`src/rtl/armleocpu_ptw_pkg.sv`:
```
// Shared constants for the Sv32 page table walker: PTE bit positions, bus response
// codes, TLB command encodings and walker state encoding.
package armleocpu_ptw_pkg;

    localparam int PTE_V = 0;
    localparam int PTE_R = 1;
    localparam int PTE_W = 2;
    localparam int PTE_X = 3;
    localparam int PTE_U = 4;
    localparam int PTE_G = 5;
    localparam int PTE_A = 6;
    localparam int PTE_D = 7;

    localparam logic [1:0] RESP_OKAY   = 2'b00;
    localparam logic [1:0] RESP_EXOKAY = 2'b01;
    localparam logic [1:0] RESP_SLVERR = 2'b10;
    localparam logic [1:0] RESP_DECERR = 2'b11;

    localparam logic [1:0] TLB_CMD_NONE       = 2'b00;
    localparam logic [1:0] TLB_CMD_RESOLVE    = 2'b01;
    localparam logic [1:0] TLB_CMD_NEW_ENTRY  = 2'b10;
    localparam logic [1:0] TLB_CMD_INVALIDATE = 2'b11;

    typedef enum logic [1:0] {
        PTW_IDLE   = 2'd0,
        PTW_ISSUE  = 2'd1,
        PTW_WAIT   = 2'd2,
        PTW_RESULT = 2'd3
    } ptw_state_t;

    // Byte address of entry 'idx' in the page table located at physical page 'ppn'.
    function automatic logic [33:0] pte_addr(input logic [21:0] ppn, input logic [9:0] idx);
        return {ppn, 12'b0} + {22'b0, idx, 2'b00};
    endfunction

endpackage

```
`src/rtl/armleocpu_ptw.sv`:
```
// Sv32 two-level hardware page table walker; resolves a VPN to a physical tag and
// installs the result into the TLB with a single NEW_ENTRY command.
module armleocpu_ptw
    import armleocpu_ptw_pkg::*;
(
    input  logic        clk,
    input  logic        rst,

    input  logic        req_valid,
    output logic        req_ready,
    input  logic [19:0] req_vaddr,
    input  logic [21:0] satp_ppn,

    output logic        done,
    output logic        pagefault,
    output logic        access_fault,
    output logic [21:0] resolve_ptag,
    output logic [7:0]  resolve_metadata,

    output logic        mem_arvalid,
    input  logic        mem_arready,
    output logic [33:0] mem_araddr,
    input  logic        mem_rvalid,
    output logic        mem_rready,
    input  logic [1:0]  mem_rresp,
    input  logic [31:0] mem_rdata,

    output logic [1:0]  tlb_cmd,
    output logic [19:0] tlb_vaddr,
    output logic [21:0] tlb_new_entry_ptag,
    output logic [7:0]  tlb_new_entry_metadata
);

    ptw_state_t  state_q, state_d;
    logic        level_q, level_d;
    logic [19:0] vpn_q, vpn_d;
    logic [33:0] addr_q, addr_d;
    logic        pf_q, pf_d;
    logic        af_q, af_d;
    logic [21:0] ptag_q, ptag_d;
    logic [7:0]  meta_q, meta_d;

    logic [21:0] pte_ppn;
    logic        pte_v, pte_r, pte_w, pte_x;
    logic        pte_leaf;
    logic        unused_rsw;

    assign pte_ppn    = mem_rdata[31:10];
    assign pte_v      = mem_rdata[PTE_V];
    assign pte_r      = mem_rdata[PTE_R];
    assign pte_w      = mem_rdata[PTE_W];
    assign pte_x      = mem_rdata[PTE_X];
    assign pte_leaf   = pte_r | pte_x;
    assign unused_rsw = ^mem_rdata[9:8];

    always_ff @(posedge clk or posedge rst) begin
        if (rst) begin
            state_q <= PTW_IDLE;
            level_q <= 1'b1;
            vpn_q   <= '0;
            addr_q  <= '0;
            pf_q    <= 1'b0;
            af_q    <= 1'b0;
            ptag_q  <= '0;
            meta_q  <= '0;
        end else begin
            state_q <= state_d;
            level_q <= level_d;
            vpn_q   <= vpn_d;
            addr_q  <= addr_d;
            pf_q    <= pf_d;
            af_q    <= af_d;
            ptag_q  <= ptag_d;
            meta_q  <= meta_d;
        end
    end

    always_comb begin
        state_d = state_q;
        level_d = level_q;
        vpn_d   = vpn_q;
        addr_d  = addr_q;
        pf_d    = pf_q;
        af_d    = af_q;
        ptag_d  = ptag_q;
        meta_d  = meta_q;

        unique case (state_q)
            PTW_IDLE: begin
                if (req_valid) begin
                    vpn_d   = req_vaddr;
                    level_d = 1'b1;
                    addr_d  = pte_addr(satp_ppn, req_vaddr[19:10]);
                    pf_d    = 1'b0;
                    af_d    = 1'b0;
                    state_d = PTW_ISSUE;
                end
            end
            PTW_ISSUE: begin
                if (mem_arready) begin
                    state_d = PTW_WAIT;
                end
            end
            PTW_WAIT: begin
                if (mem_rvalid) begin
                    state_d = PTW_RESULT;
                    if (mem_rresp != RESP_OKAY) begin
                        af_d = 1'b1;
                    end else if (!pte_v || (!pte_r && pte_w)) begin
                        pf_d = 1'b1;
                    end else if (pte_leaf) begin
                        // A level-1 leaf maps a 4 MiB megapage, so its low PPN must be zero.
                        if (level_q && (pte_ppn[9:0] != 10'd0)) begin
                            pf_d = 1'b1;
                        end else begin
                            ptag_d = level_q ? {pte_ppn[21:10], vpn_q[9:0]} : pte_ppn;
                            meta_d = mem_rdata[7:0];
                        end
                    end else if (level_q) begin
                        level_d = 1'b0;
                        addr_d  = pte_addr(pte_ppn, vpn_q[9:0]);
                        state_d = PTW_ISSUE;
                    end else begin
                        pf_d = 1'b1;
                    end
                end
            end
            PTW_RESULT: begin
                state_d = PTW_IDLE;
            end
            default: begin
                state_d = PTW_IDLE;
            end
        endcase
    end

    assign req_ready              = (state_q == PTW_IDLE);
    assign mem_arvalid            = (state_q == PTW_ISSUE);
    assign mem_rready             = (state_q == PTW_WAIT);
    assign done                   = (state_q == PTW_RESULT);
    assign mem_araddr             = addr_q;
    assign pagefault              = pf_q;
    assign access_fault           = af_q;
    assign resolve_ptag           = ptag_q;
    assign resolve_metadata       = meta_q;
    assign tlb_cmd                = (done && !pf_q && !af_q) ? TLB_CMD_NEW_ENTRY : TLB_CMD_NONE;
    assign tlb_vaddr              = vpn_q;
    assign tlb_new_entry_ptag     = ptag_q;
    assign tlb_new_entry_metadata = meta_q;

endmodule

```
`config.mk`:
```
export PLATFORM = sky130hd
export DESIGN_NAME = armleocpu_ptw
export DESIGN_NICKNAME = d
export VERILOG_FILES = /design/src/rtl/armleocpu_ptw_pkg.sv /design/src/rtl/armleocpu_ptw.sv
export SDC_FILE = /design/constraint.sdc
export NUM_CORES = 1
export LEC_CHECK = 0
export ABC_AREA = 0
export BUFFER_PORTS_ARGS = -buffer_cell sky130_fd_sc_hd__buf_4
export CAP_MARGIN = 5
export CORE_AREA = 2 2 92 103
export CTS_CLUSTER_DIAMETER = 80
export CTS_CLUSTER_SIZE = 24
export DETAILED_ROUTE_END_ITERATION = 16
export DIE_AREA = 0 0 94 105
export GPL_ROUTABILITY_DRIVEN = 0
export MAX_ROUTING_LAYER = met4
export PLACE_DENSITY = 0.87
export SLEW_MARGIN = 5
export SYNTH_ARGS = -nofsm -noshare
export SYNTH_HDL_FRONTEND = slang
export SYNTH_SLANG_ARGS = --single-unit
```
`constraint.sdc`:
```
create_clock -name clk -period 7.5 [get_ports clk]
set_input_delay 1.5 -clock clk [delete_from_list [all_inputs] [get_ports clk]]
set_output_delay 1.5 -clock clk [all_outputs]
set_load 0.02 [all_outputs]
```
# Yosys cells after proc, flatten, opt, wreduce, memory -nomap -nowiden
# Index checks and enable logic that the tools add are counted.
[classes]
addsub = 2
eq_ne = 13
mux = 34
n_bitwise = 4
n_reduce_logical = 20
[op_table]
columns = ["cell", "count"]
rows = [
  ["two-way mux 34 bit", 6],
  ["adder 34 x 12 -> 34 bit", 2],
  ["case mux 34 bit (2 select lines)", 1],
  ["AND reduction 6 bit", 3],
  ["two-way mux 2 bit", 8],
  ["two-way mux 1 bit", 14],
  ["two-way mux 10 bit", 1],
  ["inequality test 2 bit, second input constant", 5],
  ["nonzero test 10 bit", 1],
  ["inequality test 4 x 2 -> 1 bit, second input constant", 2],
  ["case mux 2 bit (4 select lines)", 1],
  ["AND reduction 7 bit", 1],
  ["inequality test 2 x 1 -> 1 bit, second input constant", 3],
  ["case mux 1 bit (2 select lines)", 3],
  ["== test 2 bit, second input constant", 2],
  ["logical AND 1 bit", 4],
  ["zero test 1 bit", 4],
  ["AND reduction 4 bit", 1],
  ["nonzero test 2 bit", 2],
  ["inverter 1 bit", 3],
  ["AND reduction 3 bit", 1],
  ["== test 2 x 1 -> 1 bit, second input constant", 1],
  ["zero test 2 bit", 1],
  ["AND reduction 2 bit", 1],
  ["other kinds (2)", 2],
]
[word_totals]
ff_bits = 89
inputBits = 81
word_cells = 81

# Longest topological paths before layout
[logic_depth]
word_depth = 8
ltp_mapped = 6
mapped_depth_nobuf = 4

# Worst setup path before layout
# No wires, ideal clock.
[synth_timing]
path_type = "input port to flip-flop"
start = "in mem_rdata[3]"
end = "reg addr_q[29] (netlist: mem_araddr[29])"
arrival_time_ns = 2.785
required_ns = 7.373
setup_slack_ns = 4.587
cell_stages = 5
cell_sequence = "nor4b_1 -> nand2_1 -> a2bb2oi_4 -> buf_12 -> mux2_1"
[synth_via]
elab_chain_len = 3
[synth_rtl]
columns = ["element", "line_no", "source"]
rows = [
  ["from (decl)", "armleocpu_ptw.sv:26", "input logic [31:0] mem_rdata,"],
  ["OR 1 bit", "armleocpu_ptw.sv:53", "assign pte_leaf = pte_r | pte_x;"],
  ["inequality test 2 bit (no source line)", "n/a", ""],
  ["AND reduction 7 bit (no source line)", "n/a", ""],
  ["to (signal assigned)", "armleocpu_ptw.sv:70", "addr_q <= addr_d;"],
  ["to (decl)", "armleocpu_ptw.sv:37", "logic [33:0] addr_q, addr_d;"],
]
# Every way passes these cells.
# A chain may end at the register's enable or synchronous reset.

# Final worst setup path
# Ends and elaborated chain as after synthesis.

==> key figures <==
Outcome
  – Status: finished clean

Worst setup path
  – Slowest stage delay, CP: 0.62 ns
  – Crit path max fanout: 18
  – Crit path max-delay cell type: a2bb2oi_4
  – Setup CP Type: primary input to flip-flop
  – Reg2reg setup slack: 4.28 ns
  – R2R cell count: 5
  – Worst path required time: 7.74 ns
  – CP delay by family, top: simple AND/OR/NAND/NOR gates
  – R2r startpoint: state_q[0]$_DFFE_PP0P_
  – WP buf/inv: 2
  – Reg-to-Reg End: resolve_ptag[17]$_DFFE_PP0P_
  – Worst setup SP type: primary input
  – CP most frequent cell: buf_4
  – Worst setup EP type: flip-flop
  – Critical path launch point: mem_rdata[3]
  – Data arrival time of the worst path: 3.71 ns
  – Cell Chain, Critical Path: buf_4 > nor4b_1 > nand2_1 > a2bb2oi_4 > buf_4 > mux2_1

Clock tree
  – CTS sink count: 87
  – Post-CTS resize count: 0
  – Clock transition at path regs: 0.08 ns
  – Hold buffer count at cts: 0
  – CTS root buffer: clkbuf_8
  – CTS tree: yes
  – TritonCTS Buffers: 9
  – CTS Buffer Depth: 2
  – H-tree levels: 3
  – Clk_lat worst skew: 0.35 ns
  – Post-CTS setup repair buffer count: 0

Finish
  – Layout Area Growth over Synthesis: 36.1%
  – Finished Layout Cells: 582
  – Fin util: 66.3%
  – Fillers: 652
  – Ant diodes: 0
  – Layout cell share with drive strength beyond 1: 67.1%
  – Final Cell Area: 5820 µm²
  – Final net count: 544

Logic synthesis
  – Main synth FF type: dfrtp_1
  – Syn avg cell area: 14.5 µm²
  – Synth warn: 0
  – #FFs+latches synth: 87
  – Sequential share of the synthesized area: 50.9%
  – Synth cell types: 30
  – Post-synth EDFFs: 0
  – Ys async rst share: 100%
  – Syn Inst Count: 295
  – Mapped cell area: 4280 µm²

Place
  – Placed Instance Area: 5580 µm²
  – Hpwl dp: 7.55 mm
  – Placed cell count: 566
  – Port bufs: 197

Timing
  – Final Hold Vio Count: 0
  – FMAX: 288 MHz
  – Crit share post-route: 46.3%
  – Setup TNS: 0 ns
  – RSZ-0062 raised after global routing: false
  – Max-slew headroom: 26.3%
  – Slew @ Worst Pin: 1.11 ns
  – Final setup vio count: 0
  – Final Max Slew Viols: 0
  – Setup Skew: 0.00686 ns
  – Min Tclk post-route: 3.47 ns

Drt
  – Final ANT Viol Nets: 0
  – Starting DRT DRC Count: 87
  – Total number of vias: 2925
  – WL final: 10.4 mm
  – Via density: 5.03
  – Max Used Layer: met4
  – Met1 WL: 3.99 mm
  – WL met3: 369 µm
  – Post-route DRC: 0
  – DRT Pass-1 Iters: 4
  – WL met2: 5.78 mm
  – Mean routed wirelength per cell: 17.8 µm

Flow run
  – # Max-Cap Violations: 0

Global route
  – GRT Total Usage: 22.2%
  – Initial antenna violation count: 0
  – Vias in the first global route: 3069
  – Pin count of the biggest net entering global routing: 88
  – First-pass GRT wire length: 16.4 mm
  – GR Overflow Total: 0

Die
  – Die height: 105 µm
  – Initial core utilization: 48.7%
  – FP Rows: 36
  – Full die area: 9870 µm²
  – Die Wd: 94 µm
  – Core region area: 8780 µm²
  – IO Pins: 203

Power
  – Leak: 2.99 nW
  – Pwr Density: 366 nW/µm²
  – Peak supply drop: 214 µV
  – Tot Pwr: 2.13 mW

Hold path
  – Hold Path Class: flip-flop to flip-flop
  – Hold Path End: mem_araddr[30]$_DFFE_PP0P_
  – Worst hold stages: 1
  – Min-delay src: mem_araddr[30]$_DFFE_PP0P_
-- cells in the mapped netlist, drive strengths merged, types with 2 or more instances --
library cell | count | area share, %
inv | 3 | 0.26
buf | 42 | 8.2
o21ai | 4 | 0.47
clkbuf | 4 | 0.35
nand2b | 2 | 0.29
nor4 | 2 | 0.29
nand2 | 7 | 0.61
nor2 | 4 | 0.35
mux2 | 123 | 35
nor2b | 2 | 0.29
dfrtp | 86 | 50
o211ai | 2 | 0.35
nor3b | 2 | 0.35
-- metrics by stage --
step,hold WS [ns],setup slack (ns)
final,0.504,4.03
after global routing,0.530,3.92
after CTS,0.509,4.02
after detailed placement,0.490,3.64
after global placement,0.473,3.68
after floorplan,0.513,3.75
-- sequential cells by signal, indices dropped and copies added (netlist names) --
| signal | flops |
|---|---|
| resolve_ptag | 22 |
| pagefault | 1 |
| mem_araddr | 32 |
| state_q | 2 |
| resolve_metadata | 8 |
| tlb_vaddr | 20 |
| access_fault | 1 |
| level_q | 1 |
-- how the worst max path moves through the flow --
stage,endpoint,slack (ns),cells past startpoint
2_1_floorplan,access_fault$_DFFE_PP0P_,3.75,1
3_3_place_gp,mem_araddr[29]$_DFFE_PP0P_,3.68,6
3_5_place_dp,mem_araddr[32]$_DFFE_PP0P_,3.64,6
4_1_cts,mem_araddr[32]$_DFFE_PP0P_,4.02,6
5_1_grt,mem_araddr[32]$_DFFE_PP0P_,3.92,6
6_report,mem_araddr[29]$_DFFE_PP0P_,4.03,6
-- routing by layer --
layer,global-route usage (%),vias up
li1,-,1335
met1,25.2,1480
met2,38.8,94
met3,3.03,16
met4,9.63,0
met5,-,-
-- report_power, final --
group | internal [mW] | switching (mW)
clock network | 0.216 | 0.165
registers | 0.628 | 0.113
logic | 0.540 | 0.472
total | 1.38 | 0.751
-- cell families (layout without fill, tap and decap cells) --
logic type | Yosys count | after routing | synth area share [%]
DFF | 87 | 87 | 50.9
muxes | 124 | 124 | 35.1
other | 1 | 3 | 0.0876
buffers and inverters | 49 | 220 | 8.83
and+or+nand+nor | 25 | 25 | 3.36
AOI/OAI and AO/OA | 9 | 9 | 1.75
-- area by class of cell --
class	count	area [µm²]	area share [%]
clock buffer	12	165	2.84
multi-input combinational	161	1740	29.9
inverter	3	12.5	0.215
timing repair buffer	201	1510	25.9
sequential	87	2180	37.4
tap	114	143	2.45
clock inverter	4	76.3	1.31
-- layout by cell type (no fill, tap or decap), types with 2 or more instances in the layout --
cell | Yosys | layout
o211ai_1 | 2 | 2
buf_4 | 36 | 201
nand2b_1 | 2 | 2
nor2_1 | 4 | 3
nor2b_1 | 2 | 2
mux2_1 | 33 | 33
mux2_2 | 62 | 62
clkbuf_8 | 0 | 12
inv_1 | 3 | 2
dfrtp_1 | 86 | 86
nor4_1 | 2 | 2
bufinv_16 | 0 | 2
nor3b_1 | 2 | 2
o21ai_0 | 4 | 4
conb_1 | 1 | 3
nand2_1 | 7 | 7
mux2_4 | 28 | 28
No activity file was read; power rests on OpenSTA's default activity.
